==> src/rtl/psram_arbiter.sv <==
// psram_arbiter: round-robin share of two async PSRAM chips among cam0, cam1, mss.
// Define PSRAM_ARB_STATS_EN to add grant counters and a max-wait statistic.
module psram_arbiter #(
  parameter int ADDR_W   = 23,
  parameter int ACC_CYC  = 4,
  parameter int TURN_CYC = 2
) (
  input  logic              clk,
  input  logic              reset,
  input  logic              cam0_req,
  input  logic [ADDR_W-1:0] cam0_addr,
  input  logic [15:0]       cam0_wdata,
  output logic              cam0_ack,
  input  logic              cam1_req,
  input  logic [ADDR_W-1:0] cam1_addr,
  input  logic [15:0]       cam1_wdata,
  output logic              cam1_ack,
  input  logic              mss_req,
  input  logic              mss_we,
  input  logic [1:0]        mss_be,
  input  logic [ADDR_W-1:0] mss_addr,
  input  logic [15:0]       mss_wdata,
  output logic [15:0]       mss_rdata,
  output logic              mss_ack,
  output logic [ADDR_W-2:0] psram_address,
  output logic              psram_ncs0,
  output logic              psram_ncs1,
  output logic              psram_noe0,
  output logic              psram_noe1,
  output logic              psram_nwe,
  output logic [1:0]        psram_nbyte_en,
  output logic [15:0]       psram_dout,
  output logic              psram_dout_oe,
  input  logic [15:0]       psram_din
`ifdef PSRAM_ARB_STATS_EN
  ,
  input  logic              stat_clr,
  output logic [15:0]       stat_cam0,
  output logic [15:0]       stat_cam1,
  output logic [15:0]       stat_mss,
  output logic [15:0]       stat_wait_max
`endif
);

  typedef enum logic [2:0] {
    IDLE, SETUP, ACCESS, HOLD, RECOVER
  } state_t;

  state_t            state;
  logic [1:0]        ptr;
  logic [1:0]        gnt;
  logic [1:0]        pick;
  logic [1:0]        o1;
  logic [1:0]        o2;
  logic              any;
  logic [2:0]        req;
  logic [3:0]        cnt;
  logic              l_we;
  logic              l_chip;
  logic [ADDR_W-1:0] s_addr;
  logic [15:0]       s_wdata;
  logic              s_we;
  logic [1:0]        s_be;

  assign req = {mss_req, cam1_req, cam0_req};

  // first requester at or after ptr, in cam0 -> cam1 -> mss order
  always_comb begin
    o1   = (ptr == 2'd2) ? 2'd0 : ptr + 2'd1;
    o2   = (ptr == 2'd0) ? 2'd2 : ptr - 2'd1;
    any  = |req;
    pick = o2;
    if (req[ptr])
      pick = ptr;
    else if (req[o1])
      pick = o1;
  end

  always_comb begin
    s_addr  = cam0_addr;
    s_wdata = cam0_wdata;
    s_we    = 1'b1;
    s_be    = 2'b11;
    case (pick)
      2'd1: begin
        s_addr  = cam1_addr;
        s_wdata = cam1_wdata;
      end
      2'd2: begin
        s_addr  = mss_addr;
        s_wdata = mss_wdata;
        s_we    = mss_we;
        s_be    = mss_be;
      end
      default: ;
    endcase
  end

  always_ff @(posedge clk) begin
    if (reset) begin
      state          <= IDLE;
      ptr            <= 2'd0;
      gnt            <= 2'd0;
      cnt            <= 4'd0;
      l_we           <= 1'b0;
      l_chip         <= 1'b0;
      cam0_ack       <= 1'b0;
      cam1_ack       <= 1'b0;
      mss_ack        <= 1'b0;
      mss_rdata      <= 16'd0;
      psram_address  <= '0;
      psram_ncs0     <= 1'b1;
      psram_ncs1     <= 1'b1;
      psram_noe0     <= 1'b1;
      psram_noe1     <= 1'b1;
      psram_nwe      <= 1'b1;
      psram_nbyte_en <= 2'b11;
      psram_dout     <= 16'd0;
      psram_dout_oe  <= 1'b0;
    end else begin
      cam0_ack <= 1'b0;
      cam1_ack <= 1'b0;
      mss_ack  <= 1'b0;
      unique case (state)
        IDLE: begin
          if (any) begin
            gnt            <= pick;
            ptr            <= (pick == 2'd2) ? 2'd0 : pick + 2'd1;
            l_we           <= s_we;
            l_chip         <= s_addr[ADDR_W-1];
            psram_address  <= s_addr[ADDR_W-2:0];
            psram_nbyte_en <= ~s_be;
            psram_ncs0     <= s_addr[ADDR_W-1];
            psram_ncs1     <= ~s_addr[ADDR_W-1];
            psram_dout     <= s_wdata;
            psram_dout_oe  <= s_we;
            state          <= SETUP;
          end
        end
        SETUP: begin
          cnt        <= 4'(ACC_CYC - 1);
          psram_nwe  <= ~l_we;
          psram_noe0 <= l_we | l_chip;
          psram_noe1 <= l_we | ~l_chip;
          state      <= ACCESS;
        end
        ACCESS: begin
          if (cnt == 4'd0) begin
            psram_nwe  <= 1'b1;
            psram_noe0 <= 1'b1;
            psram_noe1 <= 1'b1;
            if (!l_we)
              mss_rdata <= psram_din;
            cam0_ack <= (gnt == 2'd0);
            cam1_ack <= (gnt == 2'd1);
            mss_ack  <= (gnt == 2'd2);
            state    <= HOLD;
          end else begin
            cnt <= cnt - 4'd1;
          end
        end
        HOLD: begin
          psram_ncs0     <= 1'b1;
          psram_ncs1     <= 1'b1;
          psram_dout_oe  <= 1'b0;
          psram_nbyte_en <= 2'b11;
          cnt            <= 4'(TURN_CYC - 1);
          state          <= (TURN_CYC == 0) ? IDLE : RECOVER;
        end
        RECOVER: begin
          if (cnt == 4'd0)
            state <= IDLE;
          else
            cnt <= cnt - 4'd1;
        end
        default: state <= IDLE;
      endcase
    end
  end

`ifdef PSRAM_ARB_STATS_EN
  logic        grant;
  logic        busy;
  logic [15:0] wcnt [3];
  logic [15:0] wsel;

  assign grant = (state == IDLE) && any;
  assign busy  = (state == SETUP) || (state == ACCESS) || (state == HOLD);

  always_comb begin
    case (pick)
      2'd1:    wsel = wcnt[1];
      2'd2:    wsel = wcnt[2];
      default: wsel = wcnt[0];
    endcase
  end

  // a requester waits while its req is high and it is not being served
  always_ff @(posedge clk) begin
    if (reset) begin
      for (int i = 0; i < 3; i++)
        wcnt[i] <= 16'd0;
      stat_cam0     <= 16'd0;
      stat_cam1     <= 16'd0;
      stat_mss      <= 16'd0;
      stat_wait_max <= 16'd0;
    end else begin
      for (int i = 0; i < 3; i++) begin
        if (!req[i] || (grant && pick == 2'(i)))
          wcnt[i] <= 16'd0;
        else if (!(busy && gnt == 2'(i)) && wcnt[i] != 16'hFFFF)
          wcnt[i] <= wcnt[i] + 16'd1;
      end
      if (stat_clr) begin
        stat_cam0     <= 16'd0;
        stat_cam1     <= 16'd0;
        stat_mss      <= 16'd0;
        stat_wait_max <= 16'd0;
      end else if (grant) begin
        if (pick == 2'd0 && stat_cam0 != 16'hFFFF)
          stat_cam0 <= stat_cam0 + 16'd1;
        if (pick == 2'd1 && stat_cam1 != 16'hFFFF)
          stat_cam1 <= stat_cam1 + 16'd1;
        if (pick == 2'd2 && stat_mss != 16'hFFFF)
          stat_mss <= stat_mss + 16'd1;
        if (wsel > stat_wait_max)
          stat_wait_max <= wsel;
      end
    end
  end
`endif

endmodule

==> config.mk <==
export PLATFORM = sky130hd
export DESIGN_NAME = psram_arbiter
export DESIGN_NICKNAME = d
export VERILOG_FILES = /design/src/rtl/psram_arbiter.sv
export SDC_FILE = /design/constraint.sdc
export NUM_CORES = 1
export LEC_CHECK = 0
export CORE_MARGIN = 1
export CORE_UTILIZATION = 45
export DETAILED_ROUTE_END_ITERATION = 8
export DONT_BUFFER_PORTS = 1
export GPL_ROUTABILITY_DRIVEN = 0
export PLACE_DENSITY = 0.63
export SETUP_SLACK_MARGIN = 0.2
export SKIP_LAST_GASP = 1
export SLEW_MARGIN = 0
export SYNTH_ARGS = -nofsm -noshare
export SYNTH_HDL_FRONTEND = slang
export SYNTH_SLANG_ARGS = --single-unit
==> constraint.sdc <==
create_clock -name clk -period 3.6 [get_ports clk]
set_input_delay 0 -clock clk [delete_from_list [all_inputs] [get_ports clk]]
set_output_delay 0 -clock clk [all_outputs]
set_load 0.01 [all_outputs]
==> flow_summary_export.csv, run 1 <==
group,metric,value,unit
yosys,syn_area,0.003886,mm2
clock_network,cts-hold-fix-buffers,118,
clock_network,htreeDepth,3,
outcome,lastStage,"clock tree synthesis",
yosys,ys_ff_latch,78,
yosys,async_reset_ff_share,0,%
yosys,synth_cell_types,48,
yosys,netlist_instances,502,
clock_network,cts_inserted_buffers,9,
yosys,synth-edff-count,0,
floorplanning,die_w,94.93,um
placement,hpwl,7451,um
outcome,tool.error,"[ERROR RSZ-0060] Max buffer count reached.",
clock_network,cts_resized,0,
clock_network,clockBufferDepth,2,
yosys,synth-main-ff-cell,"dfxtp_1",
floorplanning,fp.dieH,94.93,um
outcome,status,"did not finish",
yosys,ys_warn_count,0,
floorplanning,rows,33,
floorplanning,start_util,46.83,%
floorplanning,num_io_pins,206,
yosys,synth.avg_cell_area,7.741,um2
clock_network,cts_root_buffer,"clkbuf_8",
yosys,synth_fp_nets,651,
placement,portBuffers,0,
clock_network,cts_sinks,78,
clock_network,post_cts_buffers,0,
yosys,ys_seq_area_share,40.18,%
-- kinds of logic after synthesis --
kind of cell / after synthesis / share of synthesized area (%)
AND/OR/NAND/NOR: 182 / 20.83
AO/OA/AOI/OAI: 177 / 29.75
flip-flops: 78 / 40.18
buffers and inverters: 54 / 5.956
adder cells (fa/ha/maj): 8 / 2.576
XOR/XNOR: 2 / 0.4508
multiplexers: 1 / 0.2576
-- metrics by stage --
stage | hold slack (ns) | util, % | worst slack, ns | cell area (um2) | std cells
detailed placement | 0.07867 | 46.92 | 0.6084 | 3894 | 568
global placement | 0.07638 | 46.92 | 0.7249 | 3894 | 568
floorplan | 0.1360 | - | 0.8254 | 3886 | 502
-- synthesized netlist by cell type, drive strengths merged (2+ instances only) --
master    n  area [um2]
and2      3       18.77
nor3     13       70.07
nor2     16       60.06
dfxtp    78        1562
a31oi     2       12.51
nor3b     6       55.05
inv       8       30.03
nand3b    2       15.01
a21oi    66       330.3
a311oi    3       26.28
buf      17       92.59
a22oi    39       292.8
ha        8       100.1
nand2   122       457.9
nand3     4       20.02
a21o      6       45.04
o21ai     8       40.04
nor4      3       25.02
nand2b    3       18.77
o211ai   39       292.8
nor2b     4       25.02
a221oi    2       17.52
clkbuf   29       108.9
or3       3       18.77
==> inputs of run 2 (changes only) <==
CORE_UTILIZATION = 30   (was 45)
PLACE_DENSITY = default   (was 0.63)
PLACE_DENSITY_LB_ADDON = 0.15   (was default)
SETUP_SLACK_MARGIN = default   (was 0.2)
==> run 2 against run 1 <==
Compared with the run above: the run now ends clean; synthesized cell count is the same; area after synthesis is the same.
==> flow_summary_export.csv, run 2 <==
group,metric,value,unit
timing,period_share,92.55,%
floorplanning,num_io_pins,206,
worst_setup_path,path_delay_family,"buffers and inverters",
detailed_routing,drt-initial-drc-count,245,
power,power_leakage,1.814,nW
final_layout,largest_reg_flops,22,
final_layout,antenna_cells,0,
detailed_routing,drt-vias-per-instance,5.281,
global_route,grt_pass1_wl,18620,um
floorplanning,start_util,30.80,%
final_layout,areaGrowthSynthToFinish,35.45,%
clock_network,clk_pin_slew,0.06,ns
clock_network,clockBufferDepth,2,
timing,holdWs,0.02115,ns
detailed_routing,wl,12350,um
detailed_routing,wl_per_cell,16.62,um
yosys,ys_seq_area_share,40.18,%
global_route,antenna_found_initial,0,
yosys,ys_ff_latch,78,
yosys,netlist_instances,502,
worst_setup_path,path_cells,"inv_1 > ha_2 > mux2i_1 > nand2_1 > a221o_1 > and2_1 > ha_2 > buf_6 > a22oi_1 > nand2_1 > o211ai_1 > dlygate4sd3_1 > a21oi_1",
clock_network,cts_inserted_buffers,9,
clock_network,htreeDepth,3,
yosys,yosys.area.top_type,"dfxtp_1",
detailed_routing,antenna_left,0,
timing,rsz0062_at_grt,"false",
timing,min_period,3.332,ns
yosys,synth-edff-count,0,
worst_setup_path,criticalPathCategory,"reg2reg",
timing,fmax,300.2,MHz
timing,hold_viol,0,
final_layout,final_common_cell,"nand2_1",
yosys,syn_area,0.003886,mm2
global_route,grt_max_degree,79,
final_layout,regArea,0.001562,mm2
timing,setup_viol,0,
outcome,status,"completed",
yosys,synth_fp_nets,651,
clock_network,clock_latency,0.34,ns
final_layout,top_regs,"psram_address x22, mss_rdata x16, psram_dout x16",
worst_setup_path,r2r_slack,0.27,ns
floorplanning,dieArea,0.01341,mm2
timing,fin_worst_skew,0.01159,ns
worst_setup_path,crit_arrival,3.55,ns
power,powerDensity,977.8,mW/mm2
timing,tightestPinTransition,0.9387,ns
yosys,synth_top_area_share,40.18,%
placement,hpwl,7642,um
final_layout,num-fill-cells,1292,
detailed_routing,dr_total_vias,3924,
worst_setup_path,critPathBufInv,3,
floorplanning,die_w,115.8,um
clock_network,post_cts_buffers,0,
worst_setup_path,slowest_delay,0.61,ns
run,drv_cap,0,
floorplanning,rows,41,
power,ir_drop,0.6225,mV
yosys,synth_cell_types,48,
worst_setup_path,critPathSlowestCell,"dlygate4sd3_1",
yosys,ys_warn_count,0,
placement,portBuffers,0,
final_layout,largest_register,"psram_address",
detailed_routing,remaining_drc_errors,0,
global_route,grt_pass1_vias,3737,
yosys,synth-main-ff-cell,"dfxtp_1",
final_layout,final_cell_mix,"nand2_1, dlygate4sd3_1, dfxtp_1, a21oi_1",
timing,slew_violations,0,
clock_network,cts_root_buffer,"clkbuf_16",
final_layout,nets,715,
final_layout,drive_above_1_share,5.604,%
yosys,yosysMostFrequentCell,"nand2_1",
worst_setup_path,crit_required,3.81,ns
clock_network,cts_tree,"yes",
global_route,grt-ovfl-total,0,
clock_network,cts_sinks,78,
timing,max-slew-margin-rel,37.42,%
yosys,async_reset_ff_share,0,%
worst_setup_path,crit_path_start_kind,"flip-flop",
timing,tns,0,ns
detailed_routing,firstDrtPassIters,4,
worst_setup_path,cp-end-kind,"flip-flop",
yosys,synth.avg_cell_area,7.741,um2
floorplanning,floorplan.core_area,0.01262,mm2
global_route,grt_use_total,18.21,%
floorplanning,fp.dieH,115.8,um
yosys,ys_top_cells_by_area,"dfxtp_1, nand2_1, a21oi_1",
worst_setup_path,path_max_fanout,38,
yosys,synth_common_cells,"nand2_1, dfxtp_1, a21oi_1",
hold_path,hold_path.class,"in2reg",
final_layout,multi_input_area,0.002123,mm2
run 2: cell counts after synthesis:
No cell type changed its count.
run 2: logic make-up (layout without fill, tap and decap cells):
| kind of cell | after synthesis | in the layout | synth area share, % |
|---|---|---|---|
| buf+inv | 54 | 123 | 5.956 |
| xor+xnor | 2 | 2 | 0.4508 |
| compound gates | 177 | 177 | 29.75 |
| fa+ha+maj | 8 | 8 | 2.576 |
| flops | 78 | 78 | 40.18 |
| mux | 1 | 1 | 0.2576 |
| simple gates | 182 | 182 | 20.83 |
run 2: report_power, final:
group	internal (W)	total, W	switching, W
sequential	0.00109	0.00136	0.000274
clock	0.000575	0.000951	0.000376
combinational	0.00134	0.00283	0.00150
total	0.00300	0.00515	0.00215
run 2: metrics by stage:
stage          worst slack [ns]  cell area (um2)  std cells  power, W  utilization (%)
6_report                 0.2683             5264        743  0.005147            41.71
5_1_grt                 0.06620             5264        743  0.005586            41.71
4_1_cts                  0.1561             5243        743  0.005115            41.54
3_5_place_dp             0.6649             3975        633  0.003597            31.50
3_3_place_gp             0.7327             3975        633  0.003538            31.50
2_1_floorplan            0.8254             3886        502  0.003105                -
run 2: final timing paths:
path	from	end	cells past startpoint
worst max-delay path	ptr[1]	psram_address[13]	13
worst min-delay path	cam1_wdata[4]	psram_dout[4]	4
worst max register to register	ptr[1]	psram_address[13]	13
worst min register to register	gnt[0]	cam0_ack	1
run 2: layer usage:
metal	track usage, %	vias to the layer above	wire (um)	part of all wire, %
met5	0	-	0	0
met4	8.376	0	278	2.3
met3	6.433	21	989	8.0
met2	30.08	164	6034	49
met1	21.13	1819	5045	41
li1	-	1920	-	-
run 2: final cells by class:
type	instances	area share [%]
flip-flops and latches	78	29.66
multi-input cells	370	40.34
clock buffers	11	4.802
inverters	8	0.5705
clock inverters	5	1.070
repair buffers	99	19.47
well taps	172	4.088
run 2: worst reg2reg max path, cell delays in order, from the launching register on:
cell and delay (ns):
dfxtp_1 0.35, inv_1 0.15, ha_2 0.26, mux2i_1 0.24, nand2_1 0.09, a221o_1 0.34, and2_1 0.20, ha_2 0.26
buf_6 0.23, a22oi_1 0.21, nand2_1 0.10, o211ai_1 0.10, dlygate4sd3_1 0.61, a21oi_1 0.08
run 2: timing repair:
item                                    CTS  global route
hold buffers                             94             0
endpoints found under the setup margin    0            34
gates resized for setup                   0             5
endpoints found under the hold margin    78             0
Note: power is estimated with default switching activity, not from simulation.
